[config.mk]
export PLATFORM = sky130hd
export DESIGN_NAME = pong_match_ctrl
export DESIGN_NICKNAME = d
export VERILOG_FILES = /design/src/rtl/pong_match_ctrl.sv
export SDC_FILE = /design/constraint.sdc
export NUM_CORES = 1
export LEC_CHECK = 0
export ABC_AREA = 1
export CORE_MARGIN = 1
export CORE_UTILIZATION = 50
export DETAILED_ROUTE_END_ITERATION = 7
export PLACE_DENSITY = 0.76
export SYNTH_ARGS = -nofsm -noshare
export SYNTH_HDL_FRONTEND = slang
export SYNTH_SLANG_ARGS = --single-unit
[constraint.sdc]
create_clock -name clk -period 2.9 [get_ports clk]
set_clock_uncertainty 0.15 [all_clocks]
set_input_delay 0.29 -clock clk [delete_from_list [all_inputs] [get_ports clk]]
set_output_delay 0.29 -clock clk [all_outputs]
set_load 0.02 [all_outputs]
[src/rtl/pong_match_ctrl.sv]
// pong_match_ctrl
// Match sequencer for Pong. Runs the IDLE/SERVE/PLAY/OVER match FSM, keeps
// both score counters, drives the ball reset/enable and gameover controls,
// and turns held paddle buttons into rate-limited one-cycle move pulses.
//
// State table:
//   state   | meaning
//   IDLE    | waiting for the first start press, ball held at centre
//   SERVE   | ball held at centre for SERVE_DELAY frame ticks
//   PLAY    | ball moving, goals are scored
//   OVER    | a player reached WIN_SCORE, ball frozen, waiting for start
//
// Ports:
//   clk, rst                   clock, synchronous active-high reset
//   frame_tick                 one-cycle pulse per video frame
//   start                      start button level (already synchronised)
//   p1/p2_up_btn, _dn_btn      paddle button levels
//   goal_p1, goal_p2           point to player 1 / player 2
//   p1/p2_up, p1/p2_down       one-cycle paddle move pulses
//   ball_rst, ball_en          ball hold-at-centre and motion enable
//   serve_dir                  0 = toward player 1, 1 = toward player 2
//   p1_score, p2_score         current scores
//   gameover, winner           match finished, winning player (0 = p1)
//   state                      debug view of the FSM state
// All outputs are registered.

module pong_match_ctrl #(
    parameter int WIN_SCORE   = 7,
    parameter int SERVE_DELAY = 60,
    parameter int MOVE_PERIOD = 4
) (
    input  logic       clk,
    input  logic       rst,
    input  logic       frame_tick,
    input  logic       start,
    input  logic       p1_up_btn,
    input  logic       p1_dn_btn,
    input  logic       p2_up_btn,
    input  logic       p2_dn_btn,
    input  logic       goal_p1,
    input  logic       goal_p2,
    output logic       p1_up,
    output logic       p1_down,
    output logic       p2_up,
    output logic       p2_down,
    output logic       ball_rst,
    output logic       ball_en,
    output logic       serve_dir,
    output logic [3:0] p1_score,
    output logic [3:0] p2_score,
    output logic       gameover,
    output logic       winner,
    output logic [1:0] state
);

    localparam int SW = $clog2(SERVE_DELAY + 1);
    localparam int MW = (MOVE_PERIOD > 1) ? $clog2(MOVE_PERIOD) : 1;
    localparam logic [SW-1:0] SERVE_LOAD = SW'(SERVE_DELAY);
    localparam logic [MW-1:0] MOVE_LOAD  = MW'(MOVE_PERIOD - 1);
    localparam logic [3:0]    WIN        = 4'(WIN_SCORE);

    typedef enum logic [1:0] {
        S_IDLE  = 2'd0,
        S_SERVE = 2'd1,
        S_PLAY  = 2'd2,
        S_OVER  = 2'd3
    } state_t;

    state_t        state_q, state_d;
    logic          start_q;
    logic [SW-1:0] serve_cnt_q, serve_cnt_d;
    logic [3:0]    p1_score_q, p1_score_d;
    logic [3:0]    p2_score_q, p2_score_d;
    logic          serve_dir_q, serve_dir_d;
    logic          winner_q, winner_d;
    logic          ball_rst_q, ball_rst_d;
    logic          ball_en_q, ball_en_d;
    logic          gameover_q, gameover_d;
    logic [MW-1:0] p1_tmr_q, p1_tmr_d;
    logic [MW-1:0] p2_tmr_q, p2_tmr_d;
    logic          p1_up_q, p1_up_d, p1_dn_q, p1_dn_d;
    logic          p2_up_q, p2_up_d, p2_dn_q, p2_dn_d;

    logic       start_press;
    logic [3:0] p1_inc, p2_inc;
    logic       move_active;

    // start_q resets to 1 so a button held through reset is not a press.
    assign start_press = start & ~start_q;
    assign p1_inc      = p1_score_q + 4'd1;
    assign p2_inc      = p2_score_q + 4'd1;

    always_ff @(posedge clk) begin
        if (rst) begin
            state_q     <= S_IDLE;
            start_q     <= 1'b1;
            serve_cnt_q <= '0;
            p1_score_q  <= '0;
            p2_score_q  <= '0;
            serve_dir_q <= 1'b0;
            winner_q    <= 1'b0;
            ball_rst_q  <= 1'b1;
            ball_en_q   <= 1'b0;
            gameover_q  <= 1'b0;
            p1_tmr_q    <= '0;
            p2_tmr_q    <= '0;
            p1_up_q     <= 1'b0;
            p1_dn_q     <= 1'b0;
            p2_up_q     <= 1'b0;
            p2_dn_q     <= 1'b0;
        end else begin
            state_q     <= state_d;
            start_q     <= start;
            serve_cnt_q <= serve_cnt_d;
            p1_score_q  <= p1_score_d;
            p2_score_q  <= p2_score_d;
            serve_dir_q <= serve_dir_d;
            winner_q    <= winner_d;
            ball_rst_q  <= ball_rst_d;
            ball_en_q   <= ball_en_d;
            gameover_q  <= gameover_d;
            p1_tmr_q    <= p1_tmr_d;
            p2_tmr_q    <= p2_tmr_d;
            p1_up_q     <= p1_up_d;
            p1_dn_q     <= p1_dn_d;
            p2_up_q     <= p2_up_d;
            p2_dn_q     <= p2_dn_d;
        end
    end

    always_comb begin
        state_d     = state_q;
        serve_cnt_d = serve_cnt_q;
        p1_score_d  = p1_score_q;
        p2_score_d  = p2_score_q;
        serve_dir_d = serve_dir_q;
        winner_d    = winner_q;
        case (state_q)
            S_IDLE: begin
                if (start_press) begin
                    state_d     = S_SERVE;
                    serve_cnt_d = SERVE_LOAD;
                    p1_score_d  = '0;
                    p2_score_d  = '0;
                end
            end
            S_SERVE: begin
                if (frame_tick) begin
                    serve_cnt_d = serve_cnt_q - SW'(1);
                    if (serve_cnt_q == SW'(1)) begin
                        state_d = S_PLAY;
                    end
                end
            end
            S_PLAY: begin
                // goal_p1 has priority; a simultaneous goal_p2 is dropped.
                if (goal_p1) begin
                    p1_score_d  = p1_inc;
                    serve_dir_d = 1'b1;
                    if (p1_inc == WIN) begin
                        state_d  = S_OVER;
                        winner_d = 1'b0;
                    end else begin
                        state_d     = S_SERVE;
                        serve_cnt_d = SERVE_LOAD;
                    end
                end else if (goal_p2) begin
                    p2_score_d  = p2_inc;
                    serve_dir_d = 1'b0;
                    if (p2_inc == WIN) begin
                        state_d  = S_OVER;
                        winner_d = 1'b1;
                    end else begin
                        state_d     = S_SERVE;
                        serve_cnt_d = SERVE_LOAD;
                    end
                end
            end
            S_OVER: begin
                if (start_press) begin
                    state_d     = S_SERVE;
                    serve_cnt_d = SERVE_LOAD;
                    p1_score_d  = '0;
                    p2_score_d  = '0;
                    serve_dir_d = 1'b0;
                end
            end
            default: state_d = S_IDLE;
        endcase
    end

    // Ball/gameover controls are decoded from the next state so they change
    // on the same cycle as the state output.
    always_comb begin
        ball_rst_d = (state_d == S_IDLE) || (state_d == S_SERVE);
        ball_en_d  = (state_d == S_PLAY);
        gameover_d = (state_d == S_OVER);
    end

    // Gating on both current and next state keeps pulses out of the cycles
    // where the state output already shows IDLE or OVER.
    assign move_active = ((state_q == S_SERVE) || (state_q == S_PLAY)) &&
                         ((state_d == S_SERVE) || (state_d == S_PLAY));

    always_comb begin
        p1_tmr_d = p1_tmr_q;
        p1_up_d  = 1'b0;
        p1_dn_d  = 1'b0;
        if (!move_active) begin
            p1_tmr_d = '0;
        end else if (p1_up_btn ^ p1_dn_btn) begin
            if (frame_tick) begin
                if (p1_tmr_q == '0) begin
                    if (!(p1_up_q | p1_dn_q)) begin
                        p1_up_d  = p1_up_btn;
                        p1_dn_d  = p1_dn_btn;
                        p1_tmr_d = MOVE_LOAD;
                    end
                end else begin
                    p1_tmr_d = p1_tmr_q - MW'(1);
                end
            end
        end else begin
            p1_tmr_d = '0;
        end
    end

    always_comb begin
        p2_tmr_d = p2_tmr_q;
        p2_up_d  = 1'b0;
        p2_dn_d  = 1'b0;
        if (!move_active) begin
            p2_tmr_d = '0;
        end else if (p2_up_btn ^ p2_dn_btn) begin
            if (frame_tick) begin
                if (p2_tmr_q == '0) begin
                    if (!(p2_up_q | p2_dn_q)) begin
                        p2_up_d  = p2_up_btn;
                        p2_dn_d  = p2_dn_btn;
                        p2_tmr_d = MOVE_LOAD;
                    end
                end else begin
                    p2_tmr_d = p2_tmr_q - MW'(1);
                end
            end
        end else begin
            p2_tmr_d = '0;
        end
    end

    assign p1_up     = p1_up_q;
    assign p1_down   = p1_dn_q;
    assign p2_up     = p2_up_q;
    assign p2_down   = p2_dn_q;
    assign ball_rst  = ball_rst_q;
    assign ball_en   = ball_en_q;
    assign serve_dir = serve_dir_q;
    assign p1_score  = p1_score_q;
    assign p2_score  = p2_score_q;
    assign gameover  = gameover_q;
    assign winner    = winner_q;
    assign state     = state_q;

endmodule

==> results of run 1 <==
placed cells by master (no fill, tap or decap), types with 4 or more instances in the layout:
master / synthesis / layout
sky130_fd_sc_hd__clkbuf_4: 0 / 5
sky130_fd_sc_hd__inv_1: 46 / 46
sky130_fd_sc_hd__nor2_1: 22 / 22
sky130_fd_sc_hd__ha_1: 16 / 15
sky130_fd_sc_hd__nand4_1: 5 / 5
sky130_fd_sc_hd__clkdlybuf4s50_1: 0 / 28
sky130_fd_sc_hd__dfxtp_1: 30 / 29
sky130_fd_sc_hd__nand2_1: 42 / 42
sky130_fd_sc_hd__a21oi_1: 18 / 18
sky130_fd_sc_hd__nand3_1: 25 / 25
sky130_fd_sc_hd__o21ai_0: 10 / 10
sky130_fd_sc_hd__nor2_2: 4 / 4
per-layer routing:
layer | global-route usage | up-vias | wire, um
met5 | 0 | - | 0
met4 | 0.0714 | 0 | 24
met3 | 0.0661 | 2 | 160
met2 | 0.361 | 36 | 1710
met1 | 0.244 | 718 | 1650
li1 | - | 848 | -
sequential cells by signal (all words and copies together) (netlist names):
signal,cells
serve_cnt_q,6
p1_score,4
p2_score,4
p1_tmr_q,2
p2_tmr_q,2
state,2
ball_en,1
ball_rst,1
gameover,1
p1_down,1
p1_up,1
p2_down,1
p2_up,1
serve_dir,1
start_q,1
winner,1
Yosys cell counts:
cell,number
sky130_fd_sc_hd__a21oi_1,18
sky130_fd_sc_hd__and3_1,1
sky130_fd_sc_hd__buf_1,1
sky130_fd_sc_hd__buf_2,1
sky130_fd_sc_hd__dfxtp_1,30
sky130_fd_sc_hd__ha_1,16
sky130_fd_sc_hd__inv_1,46
sky130_fd_sc_hd__inv_2,3
sky130_fd_sc_hd__nand2_1,42
sky130_fd_sc_hd__nand2_2,3
sky130_fd_sc_hd__nand2_4,3
sky130_fd_sc_hd__nand3_1,25
sky130_fd_sc_hd__nand4_1,5
sky130_fd_sc_hd__nor2_1,22
sky130_fd_sc_hd__nor2_2,4
sky130_fd_sc_hd__nor2_4,2
sky130_fd_sc_hd__nor3_1,1
sky130_fd_sc_hd__nor4_1,2
sky130_fd_sc_hd__o211ai_1,1
sky130_fd_sc_hd__o21a_1,1
sky130_fd_sc_hd__o21ai_0,10
sky130_fd_sc_hd__o21ai_1,2
sky130_fd_sc_hd__o22ai_1,1
sky130_fd_sc_hd__o31ai_1,2
sky130_fd_sc_hd__or2_0,1
sky130_fd_sc_hd__or2_1,1
sky130_fd_sc_hd__or2_2,1
sky130_fd_sc_hd__xnor2_1,2
metrics by stage:
step	util	setup WS [ns]	hold slack [ns]	instance area [um^2]
final	0.655	0.312	0.303	2180
after global routing	0.655	0.0668	0.325	2180
after CTS	0.642	0.0845	0.306	2140
after detailed placement	0.624	0.111	0.291	2080
after global placement	0.624	0.205	0.288	2080
after floorplan	-	0.266	0.252	1740
what timing repair did:
action | 4_1_cts | 5_1_grt
endpoints found under the setup margin | 0 | 8
endpoints found under the hold margin | 0 | 0
gates resized for setup | 0 | 7
final cells by class:
cell class / instances / share of cell area
Tap cell: 46 / 0.0263
Timing Repair Buffer: 30 / 0.135
Inverter: 49 / 0.0842
Clock buffer: 7 / 0.0252
Clock inverter: 1 / 0.00229
Multi-Input combinational cell: 166 / 0.451
Sequential cell: 30 / 0.275
worst max-delay path, cell delays in order, from the launching register on:
cell,delay (ns)
sky130_fd_sc_hd__dfxtp_2,0.39
sky130_fd_sc_hd__inv_1,0.09
sky130_fd_sc_hd__ha_4,0.34
sky130_fd_sc_hd__inv_2,0.07
sky130_fd_sc_hd__nor2_4,0.14
sky130_fd_sc_hd__inv_2,0.06
sky130_fd_sc_hd__o21ai_1,0.12
sky130_fd_sc_hd__inv_1,0.05
sky130_fd_sc_hd__nand2_1,0.06
sky130_fd_sc_hd__nand2_1,0.10
sky130_fd_sc_hd__inv_1,0.09
sky130_fd_sc_hd__ha_1,0.29
sky130_fd_sc_hd__nor4_4,0.32
sky130_fd_sc_hd__o31ai_1,0.12
sky130_fd_sc_hd__a21oi_1,0.12
power by group:
part	internal, mW	switching [mW]	total, mW
clock network	0.117	0.145	0.262
registers	0.489	0.0669	0.556
logic	0.412	0.629	1.04
total	1.02	0.841	1.86
worst max-delay path by stage:
stage	start	slack, ns	to	depth (start not counted)
6_report	state[0]	0.31	p1_tmr_q[0]	14
5_1_grt	state[0]	0.07	p2_down	14
4_1_cts	state[0]	0.08	p2_up	14
3_5_place_dp	state[0]	0.11	p2_up	14
3_3_place_gp	state[0]	0.21	p2_up	14
2_1_floorplan	state[0]	0.27	p2_tmr_q[1]	14
cell families (layout without fill, tap and decap cells):
family,after synthesis,in the layout,share of synthesized area
AOI/OAI and AO/OA,35,35,0.107
xor gates and xnor gates,2,2,0.0101
adders and majority gates,16,16,0.115
buffers and inverters,51,87,0.111
DFF,30,30,0.346
and+or+nand+nor,113,113,0.311
==> run_results.csv, run 1 <==
group,metric,value,unit
drt,route.antenna.remaining_nets,0,
final_layout,flow.area_growth_from_synthesis,25.8,%
logic_synthesis,ys_seq_area_frac,0.346,
global_routing,grt_max_degree,16,
cts,cts_bufs_inserted,5,
sta,post_route_minimum_period,2.59,ns
flow_run,cap_violations,0,
logic_synthesis,syn_area,1740,um^2
final_layout,register_area,602,um^2
setup_path,start_kind,"flip-flop",
power,vdd_ir_drop_max,0.000365,V
sta,max-slew-margin-rel,0.728,
drt,vias_per_cell,4.88,
global_routing,vias_in_the_first_global_route,1448,
die,dieArea,3710,um^2
setup_path,slack_of_the_worst_reg_to_reg_path,0.31,ns
die,floorplan.core_area,3340,um^2
final_layout,multi_input_comb_area,986,um^2
die,ioPinCount,29,
drt,wire_per_inst,10.8,um
drt,drtPass1Iterations,4,
sta,min_period_over_period,0.893,
setup_path,worst-path-max-fanout,6,
drt,drt_wl_total,3.55,mm
cts,clk_transition_reported_paths,0.10,ns
sta,final_max_slew_violation_count,0,
drt,drc,0,
min_path,min_to,"winner",
setup_path,worstReg2RegEnd,"p1_tmr_q[0]",
logic_synthesis,synth.yosys.warnings,0,
cts,cts_setup_buffers,0,
min_path,worst_hold_path_cells,2,
logic_synthesis,postSynthAreaPerCell,7.03,um^2
sta,setup_viol,0,
logic_synthesis,synth_largest_type_area_fraction,0.346,
cts,number_of_hold_buffers_added_after_cts,0,
drt,drt_iter0_drc,57,
sta,setup-tns-final,0,ns
logic_synthesis,synth_cell_types,28,
setup_path,critPathArrivalTime,2.69,ns
logic_synthesis,synth.largest_area_cell,"sky130_fd_sc_hd__dfxtp_1",
final_layout,filler_cell_count,315,
die,die_y,60.9,um
cts,numClockSinks,30,
final_layout,design.final.nets,308,
place,dp_cell_count,321,
sta,timing_hold_violations_final,0,
cts,max_buffers_root_to_sink,2,
die,dieWidth,60.9,um
logic_synthesis,mappedNetlistNets,273,
final_layout,instances_no_fill,329,
global_routing,grt.total_usage,0.209,
die,core.rowCount,21,
setup_path,launching_point_of_the_worst_reg2reg_path,"state[0]",
logic_synthesis,postSynthRegisterBits,30,
drt,detailroute.via_count,1604,
logic_synthesis,synth.top_cells.by_area,"sky130_fd_sc_hd__dfxtp_1 35%, sky130_fd_sc_hd__ha_1 12%, sky130_fd_sc_hd__inv_1 9.9%, sky130_fd_sc_hd__nand2_1 9.1%, sky130_fd_sc_hd__nand3_1 7.2%",
cts,h-tree-depth,2,
power,p_per_area,851,nW/um^2
final_layout,count_of_antenna_diodes_in_the_layout,0,
global_routing,first_pass_grt_wire_length,5.77,mm
power,power_leakage,0.940,nW
place,hpwl,2.59,mm
setup_path,critical_path.endpoint_type,"flip-flop",
setup_path,worstSetupPathType,"reg -> reg",
min_path,hold_start,"winner",
die,floorplan.initialDensity,0.520,
place,io_buffers,28,
global_routing,grt_antenna_before_repair,0,
setup_path,timing.reg2reg.worst_path_depth,14,
run_status,outcome,"complete, no violations",
sta,worstMarginPinSlew,0.407,ns
place,gp_congestion,0.892,
logic_synthesis,syn_inst,247,
min_path,worst_hold_class,"reg -> reg",
power,final_power,1.86,mW
final_layout,drive_gt1_frac,0.102,
cts,clock_tree_from_tritoncts,"yes",
global_routing,grt_remaining_overflow,0,
cts,insertion_delay,0.33,ns
setup_path,cp.required,3.00,ns
cts,cts_root_buffer,"sky130_fd_sc_hd__clkbuf_4",
sta,grt_setup_unrepaired,"no",
sta,max_freq,386,MHz
Power figures use the tool's default switching activity.
==> run 2: changes to the inputs <==
- CELL_PAD_IN_SITES_DETAIL_PLACEMENT: unset -> 1
- CELL_PAD_IN_SITES_GLOBAL_PLACEMENT: unset -> 2
- CORE_UTILIZATION: 50 -> 29
- PLACE_DENSITY: 0.76 -> 0.78
==> run 2 against run 1 <==
Against the previous run:
- clock-buffer cell count is 2 lower
- combinational power hardly changed
- worst hold slack better by 0.0020 ns
- via count is 1.5% higher
- critical endpoint is now p2_tmr_q[1]
- register-to-register slack worse by 0.06 ns
- sequential power hardly changed
- cell area is 3.7% higher
- wire length is 24% higher
- first-iteration DRC count is 72% lower
- die area is 70% higher
- cell count is 8.2% higher
- sequential cell count stayed put
==> run_results.csv, run 2 (synthesis gave the netlist of run 1 again) <==
group,metric,value,unit
die,floorplan.initialDensity,0.308,
place,io_buffers,28,
power,vdd_ir_drop_max,0.000265,V
drt,wire_per_inst,12.4,um
setup_path,timing.critical_path.slowest_cell_delay,0.39,ns
final_layout,drive_gt1_frac,0.106,
drt,drtPass1Iterations,4,
final_layout,flow.area_growth_from_synthesis,30.5,%
setup_path,path_cells,"inv_1 > ha_1 > inv_2 > nor2_4 > inv_2 > o21ai_1 > inv_1 > nand2_1 > nand2_1 > inv_1 > ha_1 > nor4_4 > o21ai_0 > a21oi_1",
sta,hold-worst-slack,0.305,ns
power,power_leakage,0.959,nW
setup_path,cp.required,2.97,ns
sta,timing_hold_violations_final,0,
final_layout,final_cell_mix,"46 x sky130_fd_sc_hd__inv_1, 42 x sky130_fd_sc_hd__nand2_1, 29 x sky130_fd_sc_hd__dfxtp_1, 28 x sky130_fd_sc_hd__clkdlybuf4s50_1, 25 x sky130_fd_sc_hd__nand3_1",
power,final_power,2.04,mW
global_routing,first_pass_grt_wire_length,7.51,mm
sta,min_period_over_period,0.914,
die,ioPinCount,29,
cts,insertion_delay,0.29,ns
sta,worstMarginPinSlew,0.527,ns
setup_path,critical-path-top-cell-by-count,"sky130_fd_sc_hd__inv_1",
setup_path,worstSetupPathType,"reg -> reg",
die,floorplan.core_area,5640,um^2
drt,detailroute.via_count,1628,
final_layout,design.final.nets,309,
drt,route.antenna.remaining_nets,0,
sta,setup_viol,0,
global_routing,grt_antenna_before_repair,0,
final_layout,largest_register_ff_count,6,
cts,numClockSinks,30,
cts,clock_tree_from_tritoncts,"yes",
setup_path,path_buf_inv,5,
min_path,worst_hold_class,"reg -> reg",
sta,pnr_worst_setup_slack,0.248,ns
setup_path,worst-path-max-fanout,6,
cts,clk_transition_reported_paths,0.08,ns
cts,cts_root_buffer,"sky130_fd_sc_hd__clkbuf_8",
die,dieWidth,79.4,um
cts,cts_bufs_inserted,5,
final_layout,count_of_antenna_diodes_in_the_layout,0,
drt,drc,0,
global_routing,grt.total_usage,0.156,
power,p_per_area,901,nW/um^2
final_layout,filler_cell_count,706,
die,dieArea,6300,um^2
setup_path,start_kind,"flip-flop",
cts,max_buffers_root_to_sink,2,
final_layout,mostFrequentLayoutCell,"sky130_fd_sc_hd__inv_1",
sta,max_freq,377,MHz
die,die_y,79.4,um
place,gp_congestion,0.750,
global_routing,grt_remaining_overflow,0,
setup_path,critical_path.slowest_cell,"sky130_fd_sc_hd__dfxtp_2",
final_layout,max_flop_register,"serve_cnt_q",
sta,max-slew-margin-rel,0.647,
setup_path,critical_path.endpoint_type,"flip-flop",
run_status,outcome,"complete, no violations",
global_routing,vias_in_the_first_global_route,1638,
sta,final_max_slew_violation_count,0,
place,place_ws,0.0464,ns
drt,vias_per_cell,4.57,
global_routing,grt_max_degree,13,
cts,h-tree-depth,2,
sta,post_route_minimum_period,2.65,ns
setup_path,critPathArrivalTime,2.72,ns
die,core.rowCount,27,
place,hpwl,3.36,mm
flow_run,cap_violations,0,
drt,drt_iter0_drc,16,
setup_path,worst_path_dominant_cell_family,"adder cells",
drt,drt_wl_total,4.40,mm
## run 2: cell count changes in the layout (fill, tap and decap cells not counted), sizes merged
cell,change
clkbuf,-2
buf,+1
clkinv,-1
clkinvlp,+2
bufinv,+1
## run 2: path summary, 6_finish.rpt
path | start | end | slack [ns] | cells after the start
hold / removal | winner | winner | 0.31 | 2
setup / recovery | state[0] | p2_tmr_q[1] | 0.25 | 14
setup reg to reg | state[0] | p2_tmr_q[1] | 0.25 | 14
hold reg to reg | winner | winner | 0.31 | 2
## run 2: through the flow
step           utilization  cells  TNS (ns)  area [um^2]
2_1_floorplan            -    247         0         1740
3_3_place_gp         0.376    348         0         2120
3_5_place_dp         0.376    348         0         2120
4_1_cts              0.396    356         0         2230
5_1_grt              0.402    356   -0.0132         2270
6_report             0.402    356         0         2270
## run 2: what timing repair did
action                                  in CTS  in global routing
gates resized for setup                      0                  5
endpoints found under the setup margin       0                  8
setup buffers                                0                  0
hold buffers                                 0                  0
## run 2: final cells by class
class	count	area [um^2]	share of cell area
clock buffer	5	68.8	0.0304
inverter	49	184	0.0812
sequential	30	602	0.266
clock inverter	3	45.0	0.0199
multi-input combinational	166	973	0.430
timing repair buffer	31	303	0.134
tap	72	90.1	0.0398
## run 2: worst reg2reg max path, stage by stage (launching register included)
cell and delay (ns):
sky130_fd_sc_hd__dfxtp_2 0.39, sky130_fd_sc_hd__inv_1 0.07, sky130_fd_sc_hd__ha_1 0.34, sky130_fd_sc_hd__inv_2 0.07
sky130_fd_sc_hd__nor2_4 0.15, sky130_fd_sc_hd__inv_2 0.07, sky130_fd_sc_hd__o21ai_1 0.12, sky130_fd_sc_hd__inv_1 0.05
sky130_fd_sc_hd__nand2_1 0.06, sky130_fd_sc_hd__nand2_1 0.10, sky130_fd_sc_hd__inv_1 0.11, sky130_fd_sc_hd__ha_1 0.30
sky130_fd_sc_hd__nor4_4 0.31, sky130_fd_sc_hd__o21ai_0 0.14, sky130_fd_sc_hd__a21oi_1 0.14
## run 2: per-layer routing
metal,global-route usage,share of wire,vias up
met5,0,0,-
met4,0.0600,0.014,0
met3,0.0423,0.033,6
met2,0.274,0.50,27
met1,0.179,0.45,742
li1,-,-,853
## run 2: report_power, final
group	switching (mW)	internal, mW
logic	0.646	0.403
clock network	0.180	0.255
registers	0.0677	0.490
